==> config.mk <==
export PLATFORM = sky130hd
export DESIGN_NAME = smart_cargo_escalonador
export DESIGN_NICKNAME = d
export VERILOG_FILES = /design/src/rtl/smart_cargo_escalonador.sv
export SDC_FILE = /design/constraint.sdc
export NUM_CORES = 1
export LEC_CHECK = 0
export ABC_AREA = 1
export BUFFER_PORTS_ARGS = -buffer_cell sky130_fd_sc_hd__buf_2
export CAP_MARGIN = 20
export CORE_UTILIZATION = 34
export CTS_CLUSTER_DIAMETER = 150
export DETAILED_ROUTE_END_ITERATION = 12
export REMOVE_ABC_BUFFERS = 1
export SLEW_MARGIN = 20
export SYNTH_ARGS = -nofsm -noshare
export SYNTH_HDL_FRONTEND = slang
export SYNTH_SLANG_ARGS = --single-unit
==> constraint.sdc <==
create_clock -name clock -period 2.4 [get_ports clock]
set_input_delay 0.48 -clock clock [delete_from_list [all_inputs] [get_ports clock]]
set_output_delay 0.48 -clock clock [all_outputs]
set_load 0.05 [all_outputs]
==> src/rtl/smart_cargo_escalonador.sv <==
// Cargo car scheduler: 4-entry pickup/drop table driving a sweep direction FSM.
// Define SMART_CARGO_CARONA_EN for ride-along service; default serves oldest only.
module smart_cargo_escalonador (
  input  logic       clock,
  input  logic       reset,
  input  logic       novo_pedido,
  input  logic [1:0] origem,
  input  logic [1:0] destino,
  input  logic [1:0] andar_atual,
  input  logic       parada_concluida,
  output logic [1:0] prox_parada,
  output logic       tem_destino,
  output logic       sobe,
  output logic       coloca_objetos,
  output logic       tira_objetos,
  output logic       recusado,
  output logic [2:0] ocupacao
);

  typedef enum logic [1:0] {OCIOSO, SUBINDO, DESCENDO} dir_e;

  dir_e            st_q;
  logic [3:0]      vld_q, vld_d;
  logic [3:0]      emb_q, emb_d;
  logic [3:0][1:0] org_q, org_d;
  logic [3:0][1:0] dst_q, dst_d;
  logic [2:0]      ocup_q, ocup_d;
  logic [1:0]      prox_q;
  logic            tem_q, sobe_q;
  logic            col_q, col_d;
  logic            tira_q, tira_d;
  logic            rec_q, rec_d;
  logic            acc;
  logic [1:0]      free;
  logic [3:0]      svc, stops;
  logic            has_up, has_dn, go_up;
  logic [1:0]      up_f, dn_f, du, dd;

`ifndef SMART_CARGO_CARONA_EN
  logic [3:0][1:0] ord_q, ord_d;
  logic [2:0]      n;
`endif

  // Entries eligible for service, and the floors they want visited
  always_comb begin
    svc   = '0;
    stops = '0;
`ifdef SMART_CARGO_CARONA_EN
    svc = vld_q;
`else
    svc[ord_q[0]] = vld_q[ord_q[0]];
`endif
    for (int i = 0; i < 4; i++)
      if (svc[i])
        stops[emb_q[i] ? dst_q[i] : org_q[i]] = 1'b1;
  end

  always_comb begin
    vld_d  = vld_q;
    emb_d  = emb_q;
    org_d  = org_q;
    dst_d  = dst_q;
    col_d  = 1'b0;
    tira_d = 1'b0;
    free   = '0;
    if (parada_concluida) begin
      for (int i = 0; i < 4; i++) begin
        if (svc[i] && !emb_q[i] && org_q[i] == andar_atual) begin
          emb_d[i] = 1'b1;
          col_d    = 1'b1;
        end else if (svc[i] && emb_q[i] && dst_q[i] == andar_atual) begin
          vld_d[i] = 1'b0;
          tira_d   = 1'b1;
        end
      end
    end
    for (int i = 3; i >= 0; i--)
      if (!vld_q[i]) free = 2'(i);
    rec_d = novo_pedido && ((&vld_q) || origem == destino);
    acc   = novo_pedido && !rec_d;
    if (acc) begin
      vld_d[free] = 1'b1;
      emb_d[free] = 1'b0;
      org_d[free] = origem;
      dst_d[free] = destino;
    end
    ocup_d = '0;
    for (int i = 0; i < 4; i++)
      ocup_d = ocup_d + {2'b00, vld_d[i]};
  end

`ifndef SMART_CARGO_CARONA_EN
  // Acceptance order; only the head is ever serviced, so only it retires
  always_comb begin
    ord_d = ord_q;
    n     = ocup_q;
    if (tira_d) begin
      ord_d[0] = ord_q[1];
      ord_d[1] = ord_q[2];
      ord_d[2] = ord_q[3];
      n        = n - 3'd1;
    end
    if (acc) ord_d[n[1:0]] = free;
  end

  always_ff @(posedge clock or posedge reset) begin
    if (reset) ord_q <= '0;
    else       ord_q <= ord_d;
  end
`endif

  always_ff @(posedge clock or posedge reset) begin
    if (reset) begin
      vld_q  <= '0;
      emb_q  <= '0;
      org_q  <= '0;
      dst_q  <= '0;
      ocup_q <= '0;
      col_q  <= 1'b0;
      tira_q <= 1'b0;
      rec_q  <= 1'b0;
    end else begin
      vld_q  <= vld_d;
      emb_q  <= emb_d;
      org_q  <= org_d;
      dst_q  <= dst_d;
      ocup_q <= ocup_d;
      col_q  <= col_d;
      tira_q <= tira_d;
      rec_q  <= rec_d;
    end
  end

  always_comb begin
    has_up = 1'b0;
    has_dn = 1'b0;
    up_f   = andar_atual;
    dn_f   = andar_atual;
    go_up  = 1'b0;
    for (int f = 3; f >= 0; f--)
      if (stops[f] && 2'(f) > andar_atual) begin
        has_up = 1'b1;
        up_f   = 2'(f);
      end
    for (int f = 0; f < 4; f++)
      if (stops[f] && 2'(f) < andar_atual) begin
        has_dn = 1'b1;
        dn_f   = 2'(f);
      end
    du = up_f - andar_atual;
    dd = andar_atual - dn_f;
    unique case (st_q)
      SUBINDO:  go_up = has_up;
      DESCENDO: go_up = !has_dn;
      default:  go_up = has_up && (!has_dn || du <= dd);
    endcase
  end

  always_ff @(posedge clock or posedge reset) begin
    if (reset) begin
      st_q   <= OCIOSO;
      prox_q <= '0;
      tem_q  <= 1'b0;
      sobe_q <= 1'b0;
    end else if (stops == '0) begin
      st_q   <= OCIOSO;
      tem_q  <= 1'b0;
      sobe_q <= 1'b0;
    end else begin
      tem_q <= 1'b1;
      if (stops[andar_atual]) begin
        prox_q <= andar_atual;
        sobe_q <= 1'b0;
      end else if (go_up) begin
        prox_q <= up_f;
        sobe_q <= 1'b1;
        st_q   <= SUBINDO;
      end else begin
        prox_q <= dn_f;
        sobe_q <= 1'b0;
        st_q   <= DESCENDO;
      end
    end
  end

  assign prox_parada    = prox_q;
  assign tem_destino    = tem_q;
  assign sobe           = sobe_q;
  assign coloca_objetos = col_q;
  assign tira_objetos   = tira_q;
  assign recusado       = rec_q;
  assign ocupacao       = ocup_q;

endmodule

==> qor.csv <==
stage,metric,value,unit
timing,fin crit period,2.227,ns
synthesis,most common library cells after synthesis,"143 x nand2_1, 44 x dfrtp_1, 43 x inv_1",
synthesis,ys async rst share,100.0,%
cells_and_area,# nets final,452,
worst_setup_path,"Max FO, Critical Path",5,
worst_setup_path,kind of critical path,reg -> reg,
synthesis,Yosys Warn Count,0,
cts,clk root buf,clkbuf_8,
power_and_ir_drop,leakage power,1.764,nW
synthesis,Synth cell types,33,
synthesis,top-count cell post-synth,nand2_1,
drt,vias per cell,4.872,
drt,WL per Instance,12.92,um
global_routing,global-route wire length before repair,11.95,mm
cts,TritonCTS Sinks,44,
worst_setup_path,R2R cell count,7,
global_routing,All-Layer GR Usage,18.03,%
worst_setup_path,Critical-path top delay cell,fa_1,
timing,Fmax,449.0,MHz
power_and_ir_drop,switch share,50.24,%
drt,remaining routing DRC violations,0,
cts,CTS Buffer Depth,2,
floorplanning,Die W,92.71,um
placed_design,dpl cells,532,
synthesis,top cell type's share of synthesized area,39.36,%
floorplanning,Initial Util,35.65,%
drt,Vias,2631,
placed_design,Area after DPL,3221,um2
floorplanning,I/O pins,20,
power_and_ir_drop,Internal,2.265,mW
timing,Relative slew margins,66.12,%
floorplanning,die area,8595,um2
cells_and_area,Area growth syn-to-layout,19.72,%
synthesis,#FFs+latches synth,44,
cts,"Clk pin slew, worst setup/hold paths",0.09,ns
power_and_ir_drop,Max VDD drop,0.0007722,V
cells_and_area,Finished Layout Cells,540,
timing,number of hold violations in the final report,0,
global_routing,antenna violations before repair,0,
floorplanning,Core ar.,7848,um2
synthesis,"Seq/Total Area, Yosys",39.36,%
cts,Skew-Pair Late Insertion Delay,0.31,ns
power_and_ir_drop,Sw Pwr,2.286,mW
power_and_ir_drop,Overall Power,4.551,mW
drt,first-pass detailed-route iteration total,4,
power_and_ir_drop,fraction of power consumed by combinational cells,56.5,%
cts,CTS Hold Bufs,0,
status,outcome,finished clean,
synthesis,Synth area leaders,"dfrtp_1 39%, nand2_1 19%, o21ai_0 6.6%",
timing,Worst Clk Skew,0.008731,ns
placed_design,RePlAce Congestion,0.9123,
synthesis,Synth Cell Area,2798,um2
placed_design,port bufs,19,
synthesis,Synth Instances,385,
placed_design,post-detail-place hpwl,5.458,mm
drt,"antenna viol nets, final",0,
worst_setup_path,"Top cell by count, worst path",ha_1,
flow_run,Max-Cap Viols,0,
global_routing,gr ovfl total,0,
power_and_ir_drop,share of power burned in registers,30.2,%
cts,H-tree depth,2,
worst_setup_path,startpoint types,register,
power_and_ir_drop,PwrDens,1359,nW/um2
cells_and_area,layout cells sized above 1,22.37,%
cells_and_area,diodes inserted,0,
floorplanning,row count,32,
synthesis,Most used DFF post-synth,dfrtp_1,
drt,starting DRC count in detailed routing,185,
worst_setup_path,critical path's largest stage delay,0.50,ns
cts,CTS tree,done,
power_and_ir_drop,Clock power frac,13.3,%
timing,Max Slew Vio Count,0,
floorplanning,die height,92.71,um
worst_setup_path,Critical Path RT,2.61,ns
cells_and_area,fin area,3349,um2
synthesis,Synth Area per Inst,7.267,um2
synthesis,Post-synth EDFFs,0,
drt,final wirelength,6.979,mm
drt,max layer used,met4,
drt,WL met3,338,um
drt,WL met2,3.310,mm
timing,# setup viols final,0,
global_routing,largest net degree at the start of global routing,23,
timing,unrepaired setup endpoints after global routing,no,
timing,Worst-Margin Slew,0.5074,ns
worst_setup_path,CP Capture Type,register,
global_routing,number of global-route vias before repair,2543,
cts,total CTS buffers,5,
synthesis,cell taking the most area after synthesis,dfrtp_1,
worst_setup_path,Critical Path AT,2.43,ns
timing,Tcrit/Tclk final,92.80,%
drt,wire length on met1,3.157,mm
min_path,path category of the worst min-delay check,in -> async,
worst_setup_path,worst path cell trace,nor3b_4 -> o2111ai_2 -> o21ai_2 -> nand2_1 -> fa_1 -> ha_1 -> ha_1,
[metrics by stage]
stage	util [%]	TNS (ns)	setup slack [ns]	hold WS, ns
floorplan	-	-0.02397	-0.02397	0.4629
global placement	41.04	-0.004452	-0.004452	0.4604
detailed placement	41.04	-0.04355	-0.04355	0.4622
CTS	42.51	0	0.08907	0.2049
global route	42.68	0	0.01467	0.2217
finish	42.68	0	0.1729	0.1860
[sequential cells by signal, indices dropped and copies added, names as in the netlist]
name and count:
st_q 2, emb_q 4, ocupacao 3, ord_q 8
tira_objetos 1, prox_parada 2, sobe 1, tem_destino 1
org_q 8, coloca_objetos 1, dst_q 8, vld_q 4
recusado 1
[final cells by class]
class                      instances  area (um2)
clock inverter                     3       46.29
timing repair buffer              48       312.8
multi-input combinational        283        1483
clock buffer                       5       68.82
tap                              102       127.6
inverter                          55       206.4
fill                             846        4498
sequential                        44        1105
[critical path, delay by kind of cell, from the launching register on]
kind / cells / cell delay (ns)
adders and majority gates: 3 / 0.97
AOI/OAI and AO/OA: 2 / 0.34
DFF: 1 / 0.45
and+or+nand+nor: 2 / 0.35
[cell usage in the layout (no fill, tap or decap), types with 2 or more instances in the layout]
master,count
a21oi_1,7
a221oi_1,2
buf_2,19
buf_4,29
clkbuf_8,5
dfrtp_1,41
dfrtp_2,3
ha_1,4
inv_1,42
inv_2,13
nand2_1,142
nand2_2,5
nand2_4,3
nand3_1,28
nand4_1,3
nor2_1,15
nor2_2,2
nor2_4,4
nor3_4,2
o2111ai_1,4
o2111ai_2,2
o21ai_0,35
o21ai_1,7
xnor2_1,5
[power by group through the flow]
stage	logic [mW]	clock network [mW]	registers, mW
3_3_place_gp	2.53	0	1.37
4_1_cts	2.58	0.624	1.36
5_1_grt	2.93	0.652	1.42
6_report	2.57	0.605	1.37
3_5_place_dp	2.57	0	1.38
2_1_floorplan	1.67	0	1.56
[routing by layer]
layer	up-vias	global-route usage [%]
met5	-	0
met4	0	7.821
met3	14	3.695
met2	68	29.69
met1	1206	22.85
li1	1343	-
[kinds of logic (layout without fill, tap and decap cells)]
logic type,after synthesis,after routing,synth area share (%)
and+or+nand+nor,208,208,34.39
buffers and inverters,58,111,8.005
xor gates and xnor gates,5,5,1.565
DFF,44,44,39.36
adders and majority gates,5,5,2.505
AOI/OAI and AO/OA,65,65,14.18
[timing repair]
item                       in CTS  in global routing
setup endpoints to repair       0                  2
buffers inserted                0                  0
gates resized for setup         0                  8
[final timing paths]
kind	from	to	slack (ns)
min in group clock	novo_pedido	recusado	0.44
max reg2reg	ord_q[1]	ocupacao[1]	0.17
max in group asynchronous	reset	dst_q[1]	1.62
max	ord_q[1]	ocupacao[1]	0.17
min	reset	org_q[6]	0.19
min reg2reg	prox_parada[0]	prox_parada[0]	0.48
(Power assumes the default switching activity.)
